==> config.mk <==
export PLATFORM = sky130hd
export DESIGN_NAME = r4w_spi_burst_slave
export DESIGN_NICKNAME = d
export VERILOG_FILES = /design/src/rtl/r4w_spi_pkg.sv /design/src/rtl/r4w_spi_sync_edge.sv /design/src/rtl/r4w_spi_burst_slave.sv
export SDC_FILE = /design/constraint.sdc
export NUM_CORES = 1
export LEC_CHECK = 0
export BUFFER_PORTS_ARGS = -buffer_cell sky130_fd_sc_hd__buf_2
export CAP_MARGIN = 10
export CORE_MARGIN = 2
export CORE_UTILIZATION = 59
export DETAILED_ROUTE_END_ITERATION = 16
export GPL_TIMING_DRIVEN = 1
export PLACE_DENSITY = 0.83
export SLEW_MARGIN = 20
export SYNTH_ARGS = -nofsm -noshare
export SYNTH_HDL_FRONTEND = slang
export SYNTH_SLANG_ARGS = --single-unit
==> constraint.sdc <==
create_clock -name clk -period 3.3 [get_ports clk]
set_input_delay 0.495 -clock clk [delete_from_list [all_inputs] [get_ports clk]]
set_output_delay 0.495 -clock clk [all_outputs]
set_load 0.03 [all_outputs]
==> src/rtl/r4w_spi_pkg.sv <==
// Shared state encoding, command-byte layout and register map for the R4W SPI register-bus slave.
package r4w_spi_pkg;

  typedef enum logic [2:0] {
    ST_IDLE  = 3'd0,
    ST_CMD   = 3'd1,
    ST_ADDR  = 3'd2,
    ST_WDATA = 3'd3,
    ST_RDATA = 3'd4
  } state_t;

  localparam int CMD_WRITE_BIT = 7;
  localparam int CMD_BURST_BIT = 6;

  localparam logic [7:0] REG_CTRL      = 8'h00;
  localparam logic [7:0] REG_SF        = 8'h04;
  localparam logic [7:0] REG_STATUS    = 8'h08;
  localparam logic [7:0] REG_SYMBOL    = 8'h0C;
  localparam logic [7:0] REG_NCO_FREQ  = 8'h10;
  localparam logic [7:0] REG_NCO_PHASE = 8'h14;
  localparam logic [7:0] REG_DATA_I    = 8'h18;
  localparam logic [7:0] REG_DATA_Q    = 8'h1C;
  localparam logic [7:0] REG_ID        = 8'h20;
  localparam logic [7:0] REG_VERSION   = 8'h24;

endpackage

==> src/rtl/r4w_spi_sync_edge.sv <==
// Multi-stage synchroniser for an asynchronous SPI pin with one-cycle rise/fall strobes.
module r4w_spi_sync_edge
  import r4w_spi_pkg::*;
#(
  parameter int   STAGES    = 2,
  parameter logic RESET_VAL = 1'b0
) (
  input  logic clk,
  input  logic rst_n,
  input  logic din,
  output logic rise,
  output logic fall
);

  logic [STAGES-1:0] chain_r;
  logic              prev_r;
  logic              sync_s;

  // Resynchronise the pin and remember the previous synchronised level.
  always_ff @(posedge clk or negedge rst_n) begin
    if (!rst_n) begin
      chain_r <= {STAGES{RESET_VAL}};
      prev_r  <= RESET_VAL;
    end else begin
      chain_r <= {chain_r[STAGES-2:0], din};
      prev_r  <= chain_r[STAGES-1];
    end
  end

  assign sync_s = chain_r[STAGES-1];
  assign rise   = sync_s & ~prev_r;
  assign fall   = ~sync_s & prev_r;

endmodule

==> src/rtl/r4w_spi_burst_slave.sv <==
// SPI mode-0 register-bus slave with parametrised address/data widths, burst auto-increment,
// a one-word read prefetch buffer and sticky underrun / partial-frame error flags.
module r4w_spi_burst_slave
  import r4w_spi_pkg::*;
#(
  parameter int ADDR_W      = 16,
  parameter int DATA_W      = 32,
  parameter int ADDR_STRIDE = 4,
  parameter int SYNC_STAGES = 2
) (
  input  logic              clk,
  input  logic              rst_n,
  input  logic              spi_sclk,
  input  logic              spi_cs_n,
  input  logic              spi_mosi,
  output logic              spi_miso,
  output logic              spi_miso_oe,
  output logic              bus_req,
  output logic              bus_we,
  output logic [ADDR_W-1:0] bus_addr,
  output logic [DATA_W-1:0] bus_wdata,
  input  logic              bus_ack,
  input  logic [DATA_W-1:0] bus_rdata,
  output logic              xfer_active,
  output logic              err_underrun,
  output logic              err_partial,
  input  logic              err_clr
);

  localparam int SH_W  = (ADDR_W > DATA_W) ? ADDR_W : DATA_W;
  localparam int CNT_W = $clog2(SH_W + 1);
  localparam logic [ADDR_W-1:0] STRIDE = ADDR_W'(ADDR_STRIDE);

  state_t             state_r;
  logic [CNT_W-1:0]   bit_cnt_r;
  logic [SH_W-1:0]    shift_r;
  logic [SH_W-1:0]    shift_next_s;
  logic [ADDR_W-1:0]  addr_r;
  logic [ADDR_W-1:0]  next_rd_addr_s;
  logic               write_r;
  logic               burst_r;
  logic [DATA_W-1:0]  rd_shift_r;
  logic [DATA_W-1:0]  buf_r;
  logic               buf_valid_r;
  logic               rd_pending_r;
  logic [DATA_W-1:0]  load_word_s;
  logic               underrun_s;
  logic               ack_rd_s;
  logic               partial_evt_s;
  logic               underrun_evt_s;
  logic [SYNC_STAGES-1:0] mosi_chain_r;
  logic               mosi_sync_s;
  logic               sclk_rise_s, sclk_fall_s, cs_rise_s, cs_fall_s;
  logic               miso_r, miso_oe_r, bus_req_r, bus_we_r, xfer_active_r;
  logic [ADDR_W-1:0]  bus_addr_r;
  logic [DATA_W-1:0]  bus_wdata_r;
  logic               err_underrun_r, err_partial_r;

  r4w_spi_sync_edge #(.STAGES(SYNC_STAGES), .RESET_VAL(1'b0)) u_sclk_sync (
    .clk(clk), .rst_n(rst_n), .din(spi_sclk), .rise(sclk_rise_s), .fall(sclk_fall_s)
  );

  // cs_n resets to "asserted" so a reset in mid-frame cannot fake a falling edge afterwards.
  r4w_spi_sync_edge #(.STAGES(SYNC_STAGES), .RESET_VAL(1'b0)) u_cs_sync (
    .clk(clk), .rst_n(rst_n), .din(spi_cs_n), .rise(cs_rise_s), .fall(cs_fall_s)
  );

  // MOSI is only resynchronised; the sclk strobes qualify it.
  always_ff @(posedge clk or negedge rst_n) begin
    if (!rst_n) begin
      mosi_chain_r <= {SYNC_STAGES{1'b0}};
    end else begin
      mosi_chain_r <= {mosi_chain_r[SYNC_STAGES-2:0], spi_mosi};
    end
  end

  assign mosi_sync_s    = mosi_chain_r[SYNC_STAGES-1];
  assign shift_next_s   = {shift_r[SH_W-2:0], mosi_sync_s};
  assign ack_rd_s       = bus_ack & rd_pending_r;
  assign next_rd_addr_s = burst_r ? (addr_r + STRIDE) : addr_r;

  // Word presented at a read-word boundary: prefetched, arriving this cycle, or zeros.
  always_comb begin
    load_word_s = {DATA_W{1'b0}};
    underrun_s  = 1'b0;
    if (buf_valid_r) begin
      load_word_s = buf_r;
    end else if (ack_rd_s) begin
      load_word_s = bus_rdata;
    end else begin
      underrun_s = 1'b1;
    end
  end

  assign partial_evt_s  = cs_rise_s && (state_r == ST_ADDR || state_r == ST_WDATA)
                          && (bit_cnt_r != {CNT_W{1'b0}});
  assign underrun_evt_s = !cs_rise_s && (state_r == ST_RDATA) && sclk_fall_s
                          && (bit_cnt_r == {CNT_W{1'b0}}) && underrun_s;

  // Frame sequencer: command, address, write data or read data, with bus strobes.
  always_ff @(posedge clk or negedge rst_n) begin
    if (!rst_n) begin
      state_r       <= ST_IDLE;
      bit_cnt_r     <= {CNT_W{1'b0}};
      shift_r       <= {SH_W{1'b0}};
      addr_r        <= {ADDR_W{1'b0}};
      write_r       <= 1'b0;
      burst_r       <= 1'b0;
      rd_shift_r    <= {DATA_W{1'b0}};
      buf_r         <= {DATA_W{1'b0}};
      buf_valid_r   <= 1'b0;
      rd_pending_r  <= 1'b0;
      miso_r        <= 1'b0;
      miso_oe_r     <= 1'b0;
      bus_req_r     <= 1'b0;
      bus_we_r      <= 1'b0;
      bus_addr_r    <= {ADDR_W{1'b0}};
      bus_wdata_r   <= {DATA_W{1'b0}};
      xfer_active_r <= 1'b0;
    end else begin
      bus_req_r <= 1'b0;
      if (ack_rd_s && state_r == ST_RDATA) begin
        buf_r        <= bus_rdata;
        buf_valid_r  <= 1'b1;
        rd_pending_r <= 1'b0;
      end
      if (cs_rise_s) begin
        state_r       <= ST_IDLE;
        xfer_active_r <= 1'b0;
        miso_r        <= 1'b0;
        miso_oe_r     <= 1'b0;
        rd_pending_r  <= 1'b0;
        buf_valid_r   <= 1'b0;
      end else begin
        case (state_r)
          ST_IDLE: begin
            if (cs_fall_s) begin
              state_r       <= ST_CMD;
              bit_cnt_r     <= {CNT_W{1'b0}};
              xfer_active_r <= 1'b1;
            end
          end
          ST_CMD: begin
            if (sclk_rise_s) begin
              shift_r <= shift_next_s;
              if (bit_cnt_r == CNT_W'(7)) begin
                write_r   <= shift_next_s[CMD_WRITE_BIT];
                burst_r   <= shift_next_s[CMD_BURST_BIT];
                bit_cnt_r <= {CNT_W{1'b0}};
                state_r   <= ST_ADDR;
              end else begin
                bit_cnt_r <= bit_cnt_r + CNT_W'(1);
              end
            end
          end
          ST_ADDR: begin
            if (sclk_rise_s) begin
              shift_r <= shift_next_s;
              if (bit_cnt_r == CNT_W'(ADDR_W - 1)) begin
                addr_r    <= shift_next_s[ADDR_W-1:0];
                bit_cnt_r <= {CNT_W{1'b0}};
                if (write_r) begin
                  state_r <= ST_WDATA;
                end else begin
                  state_r      <= ST_RDATA;
                  miso_oe_r    <= 1'b1;
                  bus_req_r    <= 1'b1;
                  bus_we_r     <= 1'b0;
                  bus_addr_r   <= shift_next_s[ADDR_W-1:0];
                  rd_pending_r <= 1'b1;
                  buf_valid_r  <= 1'b0;
                end
              end else begin
                bit_cnt_r <= bit_cnt_r + CNT_W'(1);
              end
            end
          end
          ST_WDATA: begin
            if (sclk_rise_s) begin
              shift_r <= shift_next_s;
              if (bit_cnt_r == CNT_W'(DATA_W - 1)) begin
                bus_req_r   <= 1'b1;
                bus_we_r    <= 1'b1;
                bus_addr_r  <= addr_r;
                bus_wdata_r <= shift_next_s[DATA_W-1:0];
                bit_cnt_r   <= {CNT_W{1'b0}};
                if (burst_r) begin
                  addr_r <= addr_r + STRIDE;
                end
              end else begin
                bit_cnt_r <= bit_cnt_r + CNT_W'(1);
              end
            end
          end
          ST_RDATA: begin
            if (sclk_fall_s) begin
              if (bit_cnt_r == {CNT_W{1'b0}}) begin
                miso_r     <= load_word_s[DATA_W-1];
                rd_shift_r <= {load_word_s[DATA_W-2:0], 1'b0};
                bit_cnt_r  <= CNT_W'(1);
                // On underrun the outstanding read is still in flight, so nothing new is issued.
                if (!underrun_s) begin
                  buf_valid_r  <= 1'b0;
                  bus_req_r    <= 1'b1;
                  bus_we_r     <= 1'b0;
                  bus_addr_r   <= next_rd_addr_s;
                  addr_r       <= next_rd_addr_s;
                  rd_pending_r <= 1'b1;
                end
              end else begin
                miso_r     <= rd_shift_r[DATA_W-1];
                rd_shift_r <= {rd_shift_r[DATA_W-2:0], 1'b0};
                if (bit_cnt_r == CNT_W'(DATA_W - 1)) begin
                  bit_cnt_r <= {CNT_W{1'b0}};
                end else begin
                  bit_cnt_r <= bit_cnt_r + CNT_W'(1);
                end
              end
            end
          end
          default: state_r <= ST_IDLE;
        endcase
      end
    end
  end

  // Sticky errors; a new event outranks a simultaneous clear.
  always_ff @(posedge clk or negedge rst_n) begin
    if (!rst_n) begin
      err_underrun_r <= 1'b0;
      err_partial_r  <= 1'b0;
    end else begin
      if (underrun_evt_s) begin
        err_underrun_r <= 1'b1;
      end else if (err_clr) begin
        err_underrun_r <= 1'b0;
      end
      if (partial_evt_s) begin
        err_partial_r <= 1'b1;
      end else if (err_clr) begin
        err_partial_r <= 1'b0;
      end
    end
  end

  assign spi_miso     = miso_r;
  assign spi_miso_oe  = miso_oe_r;
  assign bus_req      = bus_req_r;
  assign bus_we       = bus_we_r;
  assign bus_addr     = bus_addr_r;
  assign bus_wdata    = bus_wdata_r;
  assign xfer_active  = xfer_active_r;
  assign err_underrun = err_underrun_r;
  assign err_partial  = err_partial_r;

endmodule

==> results by group <==
Status
  – Status: completed

Finish
  – Finished Layout Cells: approximately 1100
  – Nets: 915
  – Most common cell after layout, fill and taps aside: dfrtp_1
  – Leading cell types in the layout, fill and taps excluded: dfrtp_1 (185), mux2_2 (108), buf_2 (92)
  – Fill cells: 1108
  – Antenna fix cells: 0
  – Fraction of layout cells with a size suffix above 1: 31.1%
  – Sequential Area: 4660 µm²
  – Area grow syn2layout: 13.9%
  – Multi-input gate area: 3940 µm²

Min path
  – Worst hold path type: in2async

Clock tree
  – CTS resizes: 0
  – # hold bufs at CTS: 0
  – CTS sink count: 186
  – CTS tree: yes
  – Worst-path clk slew: roughly 0.070 ns
  – Clock Latency Late Sink: 0.43 ns
  – Post-CTS Repair Setup Buffers: 0
  – Clock root buffer: clkbuf_16
  – # H-tree levels: 4
  – Max Root-Sink Buffers: 2
  – Num CTS Buffers: 17

Synthesis
  – Ys Warns: 0
  – Largest family of logic cells by synthesized area: multiplexers
  – Mapped Nets: 840
  – Main area contributors after synthesis: dfrtp_1 (52%), mux2_2 (14%), a21oi_1 (4.7%)
  – Mux contribution to synthesized area: 18.9%
  – Synth Area in Adders: 0.704%
  – Syn Area/Cell: ~11 µm²
  – Seq/Total Area, Yosys: 52.4%
  – Seq cells post-synth: 186
  – XOR/XNOR share of the synthesized area: 0.591%
  – Synth Area in Compound Gates: around 13%
  – Mapped cell area: a little under 9000 µm²
  – EDFF count, synth: 0
  – Cells after Synth: between 700 and 800
  – Ys flop type: dfrtp_1
  – Largest area contributor in the netlist: dfrtp_1
  – Async SR Flop Fraction: 100%
  – Top-area cell type share of the netlist area: between 50% and 60%
  – Post-synthesis simple-gate area fraction: 11.0%
  – Distinct cell type count after synthesis: 65

GRT
  – Initial antenna violation count: 0
  – GR Util All Layers: 24.8%
  – GRT overflow: 0
  – Largest net degree at the start of global routing: 82
  – Vias in the first global route: 6305
  – First-pass GRT wire length: approximately 32000 µm

Power
  – PwrDens: 511 nW/µm²
  – Peak VDD IR: between 0.4 and 0.5 mV
  – PnR Total Power: 5170 µW
  – Lkg Pwr: around 0.0047 µW

Setup path
  – Flop2flop setup slack: 0.68 ns
  – Cells on worst reg2reg path: 7
  – CP Depth: 7
  – Worst setup path end: rd_shift_r[24]
  – Crit end category: register
  – CP max FO: 32
  – Crit path DAT: 2.96 ns
  – Critical path buffers and inverters: 3
  – Critical-path cell list: or3b_1 > buf_4 > nor3_4 > buf_4 > buf_4 > nor2_1 > a21oi_1
  – RR Endpoint: rd_shift_r[24]
  – Req. time, crit path: 3.65 ns
  – Cell mode on critical path: buf_4
  – CP peak stage delay: 0.69 ns
  – Worst path top cell family by delay: buffers and inverters
  – Worst setup path start: state_r[2]
  – Worst path slowest cell: dfrtp_1
  – Setup Crit Path Kind: reg2reg
  – Worst reg2reg path startpoint: state_r[2]
  – Critical Path Source Type: register

STA
  – Setup TNS: 0 ns
  – Unrepaired setup endpoints after global routing: false
  – FMAX: between 300 and 400 MHz
  – Final Hold Viols: 0
  – Slew @ Worst Pin: 0.970 ns
  – Slew headroom: about a third
  – Worst hold slack: 0.0750 ns
  – Setup Skew: around 0.013 ns
  – Final setup fails: 0
  – Final clock period utilization by the worst path: 79.2%
  – Final Max Tran Viols: 0
  – Minimum clock period after layout: 2.62 ns

Placement
  – Gpl congestion: just over 0.9
  – Inst Count DP: 1036
  – Buffers on Ports: 93
  – Detailed Place HPWL: around 13000 µm

Floorplan
  – Io pins: 94
  – Core footprint: roughly 15000 µm²
  – Initial Utilization: 60.7%
  – Site Rows: 44
  – Total die area: 16100 µm²
  – DIE WIDTH: approximately 130 µm
  – Die Y-Extent: roughly 130 µm

Routing
  – 1st-iter DRT viols: 516
  – Pre-Repair DR Iteration Count: 5
  – Avg WL per Cell: 17.9 µm
  – Antenna Violating Nets Remaining: 0
  – Vias per inst: a little over 6
  – DRC: 0
  – Via count: 6516
  – Routed WL: 19100 µm

Job
  – Max Cap Violations: 0
stage by stage:
step | utilization (%) | instance area (µm²) | setup WS [ns]
4_1_cts | 69.1 | 10100 | 0.730
3_3_place_gp | 65.0 | 9520 | 0.854
5_1_grt | 69.1 | 10100 | 0.453
2_1_floorplan | - | 8890 | 0.893
6_report | 69.1 | 10100 | 0.685
3_5_place_dp | 65.0 | 9520 | 0.750
layout make-up:
type	count	area share, %
Timing Repair Buffer	113	6.29
Multi-Input combinational cell	538	39.0
Clock buffer	21	4.55
Tap cell	184	2.28
Sequential cell	186	46.0
Clock inverter	11	1.35
Inverter	15	0.557
worst min-delay path by stage:
| stage | from | to | slack, ns | cells after the start |
|---|---|---|---|---|
| after global routing | rst_n | bus_wdata[11] | 0.11 | 1 |
| final | rst_n | bus_wdata[11] | 0.08 | 1 |
| after detailed placement | u_sclk_sync.chain_r[0] | u_sclk_sync.chain_r[1] | 0.33 | 0 |
| after CTS | rst_n | bus_wdata[12] | 0.08 | 1 |
| after floorplan | rst_n | addr_r[0] | 0.20 | 0 |
| after global placement | mosi_chain_r[0] | mosi_chain_r[1] | 0.33 | 0 |
worst reg2reg max path, stage by stage (launching register included):
cell,delay (ns)
dfrtp_1,0.69
or3b_1,0.46
buf_4,0.24
nor3_4,0.22
buf_4,0.31
buf_4,0.37
nor2_1,0.10
a21oi_1,0.14
registers in the layout, indices dropped and copies added (netlist names), 2 cells and up:
register / flops
buf_r: 32
bus_wdata: 32
rd_shift_r: 31
shift_r: 31
addr_r: 16
bus_addr: 16
bit_cnt_r: 6
state_r: 3
mosi_chain_r: 2
u_cs_sync.chain_r: 2
u_sclk_sync.chain_r: 2
power breakdown:
group	leakage, µW	switching, µW	internal [µW]
registers	0.00239	90.2	2330
clock network	0.000293	891	1170
logic	0.00206	420	259
total	0.00474	1400	3760
cells in the mapped netlist (all sizes together) (5+ instances only):
cell,n
nand3,12
xnor2,5
nor2b,5
nand2,29
dfrtp,186
inv,15
nor2,58
o21ai,23
clkbuf,42
nor3,45
a21o,6
ha,5
or2,6
a31oi,8
nand4,7
a21oi,85
mux2,117
buf,15
or3,5
nor4,5
o211ai,5
nor3b,5
mux2i,33
o22ai,12
per-layer routing:
layer,GRT usage [%],part of all wire (%)
met1,33.8,45
met2,39.6,48
met5,0,0
met3,5.78,5.6
met4,8.47,1.4
kinds of logic (layout without fill, tap and decap cells):
kind of cell	count (synthesis)	in the layout
AOI/OAI and AO/OA	181	181
xor gates and xnor gates	6	6
adders and majority gates	5	5
buffers and inverters	72	160
DFF	186	186
muxes	150	150
and+or+nand+nor	196	196
Note: power is estimated with default switching activity, not from simulation.
